### src/rtl/serial_sub_pkg.sv
// Shared definitions for the bit-serial subtractor: FSM encoding, default width,
// and the bit-counter width helper.
package serial_sub_pkg;

    localparam int unsigned DEFAULT_WIDTH = 8;

    typedef enum logic [1:0] {
        IDLE = 2'd0,
        RUN  = 2'd1,
        DONE = 2'd2
    } state_e;

    function automatic int unsigned cnt_width(input int unsigned w);
        return $clog2(w + 1);
    endfunction

endpackage

### src/rtl/full_subtractor.sv
// Single-bit full subtractor: d = x - y - bin, with borrow out.
module full_subtractor (
    input  logic x,
    input  logic y,
    input  logic bin,
    output logic d,
    output logic bout
);

    assign d    = x ^ y ^ bin;
    assign bout = (~x & y) | (~(x ^ y) & bin);

endmodule

### src/rtl/serial_subtractor.sv
// Bit-serial unsigned subtractor (a - b), one bit per clock, LSB first.
// Optional signed-overflow output enabled by defining SERIAL_SUB_OVF_EN.
module serial_subtractor
    import serial_sub_pkg::*;
#(
    parameter int unsigned WIDTH = DEFAULT_WIDTH
) (
    input  logic             clk,
    input  logic             rst_n,
    input  logic             start,
    input  logic [WIDTH-1:0] a,
    input  logic [WIDTH-1:0] b,
    output logic [WIDTH-1:0] diff,
    output logic             bout,
    output logic             busy,
    output logic             done
`ifdef SERIAL_SUB_OVF_EN
   ,output logic             ovf
`endif
);

    localparam int unsigned CW = cnt_width(WIDTH);

    state_e           state_q, state_d;
    logic [CW-1:0]    cnt_q, cnt_d;
    logic [WIDTH-1:0] a_sh_q, a_sh_d;
    logic [WIDTH-1:0] b_sh_q, b_sh_d;
    logic [WIDTH-1:0] res_q, res_d;
    logic [WIDTH-1:0] diff_q, diff_d;
    logic             br_q, br_d;
    logic             bout_q, bout_d;
`ifdef SERIAL_SUB_OVF_EN
    logic             a_msb_q, a_msb_d;
    logic             b_msb_q, b_msb_d;
    logic             ovf_q, ovf_d;
`endif

    logic fs_d;
    logic fs_bout;
    logic accept;
    logic last_bit;

    full_subtractor u_fs (
        .x    (a_sh_q[0]),
        .y    (b_sh_q[0]),
        .bin  (br_q),
        .d    (fs_d),
        .bout (fs_bout)
    );

    always_ff @(posedge clk) begin
        if (!rst_n) begin
            state_q <= IDLE;
            cnt_q   <= '0;
            a_sh_q  <= '0;
            b_sh_q  <= '0;
            res_q   <= '0;
            diff_q  <= '0;
            br_q    <= 1'b0;
            bout_q  <= 1'b0;
`ifdef SERIAL_SUB_OVF_EN
            a_msb_q <= 1'b0;
            b_msb_q <= 1'b0;
            ovf_q   <= 1'b0;
`endif
        end else begin
            state_q <= state_d;
            cnt_q   <= cnt_d;
            a_sh_q  <= a_sh_d;
            b_sh_q  <= b_sh_d;
            res_q   <= res_d;
            diff_q  <= diff_d;
            br_q    <= br_d;
            bout_q  <= bout_d;
`ifdef SERIAL_SUB_OVF_EN
            a_msb_q <= a_msb_d;
            b_msb_q <= b_msb_d;
            ovf_q   <= ovf_d;
`endif
        end
    end

    always_comb begin
        state_d  = state_q;
        cnt_d    = cnt_q;
        a_sh_d   = a_sh_q;
        b_sh_d   = b_sh_q;
        res_d    = res_q;
        diff_d   = diff_q;
        br_d     = br_q;
        bout_d   = bout_q;
`ifdef SERIAL_SUB_OVF_EN
        a_msb_d  = a_msb_q;
        b_msb_d  = b_msb_q;
        ovf_d    = ovf_q;
`endif
        accept   = 1'b0;
        last_bit = (cnt_q == CW'(WIDTH - 1));

        unique case (state_q)
            IDLE: begin
                accept = start;
            end
            RUN: begin
                a_sh_d = a_sh_q >> 1;
                b_sh_d = b_sh_q >> 1;
                res_d  = {fs_d, res_q[WIDTH-1:1]};
                br_d   = fs_bout;
                cnt_d  = cnt_q + CW'(1);
                // The port-visible result is only committed on the final bit.
                if (last_bit) begin
                    state_d = DONE;
                    diff_d  = {fs_d, res_q[WIDTH-1:1]};
                    bout_d  = fs_bout;
`ifdef SERIAL_SUB_OVF_EN
                    ovf_d   = (a_msb_q != b_msb_q) && (fs_d != a_msb_q);
`endif
                end
            end
            DONE: begin
                state_d = IDLE;
                accept  = start;
            end
            default: begin
                state_d = IDLE;
            end
        endcase

        if (accept) begin
            state_d = RUN;
            a_sh_d  = a;
            b_sh_d  = b;
            res_d   = '0;
            br_d    = 1'b0;
            cnt_d   = '0;
`ifdef SERIAL_SUB_OVF_EN
            a_msb_d = a[WIDTH-1];
            b_msb_d = b[WIDTH-1];
`endif
        end
    end

    assign diff = diff_q;
    assign bout = bout_q;
    assign busy = (state_q == RUN);
    assign done = (state_q == DONE);
`ifdef SERIAL_SUB_OVF_EN
    assign ovf  = ovf_q;
`endif

endmodule

### config.mk
export PLATFORM = sky130hd
export DESIGN_NAME = serial_subtractor
export DESIGN_NICKNAME = d
export VERILOG_FILES = /design/src/rtl/serial_sub_pkg.sv /design/src/rtl/full_subtractor.sv /design/src/rtl/serial_subtractor.sv
export SDC_FILE = /design/constraint.sdc
export NUM_CORES = 1
export LEC_CHECK = 0
export CAP_MARGIN = 20
export CORE_MARGIN = 8
export CORE_UTILIZATION = 50
export CTS_BUF_LIST = sky130_fd_sc_hd__clkbuf_16
export CTS_CLUSTER_DIAMETER = 50
export DETAILED_ROUTE_END_ITERATION = 12
export PLACE_DENSITY = 0.77
export REMOVE_ABC_BUFFERS = 1
export SYNTH_ARGS = -nofsm -noshare
export SYNTH_HDL_FRONTEND = slang
export SYNTH_SLANG_ARGS = --single-unit
### constraint.sdc
create_clock -name clk -period 3.59 [get_ports clk]
set_input_delay 0.359 -clock clk [delete_from_list [all_inputs] [get_ports clk]]
set_output_delay 0.359 -clock clk [all_outputs]
set_load 0.01 [all_outputs]
==> results.md <==
- Synth Cell Area: 1600 sq um
- Die Height: 72.6 microns
- RSZ-0062 raised after global routing: no
- Peak supply drop: ~360 uV
- Status: completed
- Critical path cell sequence: nand2b_2, inv_2, clkdlybuf4s50_1
- Max-Slew Margin vs Limit: 39.5%
- Power per Cell Area: 481 nW/um^2
- Ant diodes: 0
- Worst hold path class: flop to flop
- Vias per cell: 5.36
- Post-CTS setup buffers: 0
- Max clock buf depth: 2
- Distinct cell type count after synthesis: 32
- Met2 WL: 1.73 mm
- Sw frac: between 20% and 30%
- Crit path time final: between 2 and 3 ns
- Clk network pwr share: 41.1%
- Gate Count Post-Synth: ~180
- Slowest-stage cell, CP: clkdlybuf4s50_1
- Area grow syn2layout: 25.0%
- Most frequent cell after synthesis: nand2_1
- Sequential area share after synthesis: 48.8%
- Initial antenna violation count: 0
- Setup TNS: 0 ns
- Arr. time, crit path: 2.21 ns
- Tcrit/Tclk final: between 70% and 80%
- Initial core utilization: 52.4%
- Worst path max stage delay: 0.63 ns
- Die X: just over 70 microns
- Port bufs: 29
- WL final: 3.40 mm
- First-pass GRT wire length: 5.75 mm
- Synthesized flop and latch total: 39
- RD Place Congestion: 0.705
- TritonCTS clock tree: yes
- Total CTS buffers: 5
- CTS Sinks: 39
- Post-CTS sizing: 0
- Reg2Reg Setup Slack: 1.78 ns
- Placed Cells incl. Taps: 240
- Internal: 744 uW
- Synth area leader: dfxtp_1
- Via count: 1319
- Nets: 224
- GRT Util Overall: 13.7%
- Met3 WL: 215 microns
- Fill cells: 269
- DRC Markers: 0
- Gate power share: 10.5%
- Row cnt: 20
- Share of cells above drive strength 1: 4.95%
- Synth area leaders: dfxtp_1 (49%), nand2_1 (9.6%), o221ai_1 (5.5%)
- Leak: about 0.00071 uW
- Max-Cap Viols: 0
- Worst-Margin Slew: 0.905 ns
- Grt ovf: 0
- CP Max Fanout: 31
- Wire per inst: roughly 14 microns
- Number of nets with antenna violations after routing: 0
- Fin cells: 246
- H-tree depth: 2
- Drt initial violations: 84
- Fin. max-slew vios: 0
- Setup crit start kind: flop
- Avg Cell Area, Syn: about 8.9 sq um
- Post-synth EDFFs: 0
- Worst-skew pair later-pin latency: 0.27 ns
- Final Hold Viols: 0
- Seq pwr share: between 40% and 50%
- CTS clk-pin slew, worst paths: 0.05 ns
- Critical path required time: roughly 3.2 ns
- Die area: 5260 sq um
- Vias in the first global route: between 1000 and 1500
- Core region area: 3050 sq um
- Crit. End Element: primary output
- Dominant synthesized flop cell: dfxtp_1
- I/O Pins: 30
- Setup Viol. Count Final: 0
- Async S/R FF share, synth: 0%
- F_max: slightly below 400 MHz
- Clk root buf: clkbuf_16
- Clock skew: 0.00392 ns
- YS warnings: 0
- Net Sw Power: 216 uW
- M1 WL: 1.43 mm
- Top-area cell type share of the netlist area: 48.8%
- Dpl hpwl: 2.40 mm
- Router iterations before antenna repair: 5
- Top metal layer carrying routed signals: met4
- Pin count of the biggest net entering global routing: 32
- Critical path class: flop to primary output
- Most frequent cells after synthesis: nand2_1 (41), dfxtp_1 (39), nor2_1 (12)
- Hold Buf Count CTS: 0
- Total power: 960 uW
## cell usage in the layout (no fill, tap or decap), types with 2 or more instances in the layout
cell type and n:
a21boi_0 3, a21oi_1 10, a22oi_1 2, a31oi_1 3, clkbuf_16 5, clkdlybuf4s50_1 29
dfxtp_1 39, inv_1 3, mux2i_1 8, nand2_1 41, nand3_1 5, nand3b_1 2
nor2_1 12, nor2b_1 2, nor3_1 10, o21ai_0 4, o221ai_1 10
## per-layer routing
layer | GRT usage (%) | vias to the layer above
met4 | 3.33 | 0
met2 | 23.5 | 26
met3 | 6.06 | 2
met1 | 15.0 | 629
li1 | - | 662
met5 | 0 | -
## area by class of cell
cell class | count | area [sq um] | area share (%)
well taps | 44 | 55.1 | 2.76
flip-flops and latches | 39 | 781 | 39.1
clock inverters | 1 | 3.75 | 0.188
repair buffers | 30 | 298 | 14.9
clock buffers | 5 | 125 | 6.26
multi-input cells | 124 | 724 | 36.3
inverters | 3 | 11.3 | 0.564
## worst max-delay path, delay by kind of cell (launching register included)
kind / cells / cell delay [ns]
buf+inv: 2 / 1.14
simple gates: 1 / 0.48
flops: 1 / 0.31
## through the flow
step                      cell area (sq um)  setup slack (ns)  hold slack, ns  utilization [%]
after detailed placement               1870              1.33           0.450             61.2
after floorplan                        1520              2.14           0.432                -
after global placement                 1870              1.36           0.439             61.2
after global routing                   2000             0.864           0.487             65.5
after CTS                              2000              1.02           0.457             65.5
final                                  2000              1.02           0.454             65.5
## cells by family (layout without fill, tap and decap cells)
group | count (synthesis) | in the layout | share of synthesized area [%]
flops | 39 | 39 | 48.8
fa+ha+maj | 2 | 2 | 2.03
mux | 8 | 8 | 5.01
xor+xnor | 2 | 2 | 1.10
buf+inv | 16 | 39 | 5.87
simple gates | 78 | 78 | 22.4
compound gates | 34 | 34 | 14.8
## sequential cells by signal (all words and copies together) (netlist names)
signal   count
bout         1
a_sh_q       8
state_q      2
cnt_q        4
br_q         1
diff         8
res_q        7
b_sh_q       8
## power groups by stage
| stage | registers, uW | logic, uW | clock network [uW] |
|---|---|---|---|
| after global placement | 473 | 96.0 | 0 |
| after detailed placement | 474 | 99.3 | 0 |
| after floorplan | 471 | 58.1 | 0 |
| after global routing | 467 | 112 | 427 |
| final | 465 | 100 | 395 |
| after CTS | 465 | 100 | 406 |
## worst paths after layout
path	from	to	cells after the start
setup / recovery	state_q[1]$_SDFFE_PP0P_	busy	3
hold reg to reg	b_sh_q[7]$_SDFFE_PN0P_	b_sh_q[7]$_SDFFE_PN0P_	2
setup reg to reg	state_q[0]$_SDFFE_PN0P_	state_q[1]$_SDFFE_PP0P_	3
hold / removal	b_sh_q[7]$_SDFFE_PN0P_	b_sh_q[7]$_SDFFE_PN0P_	2
Note: power is estimated with default switching activity, not from simulation.
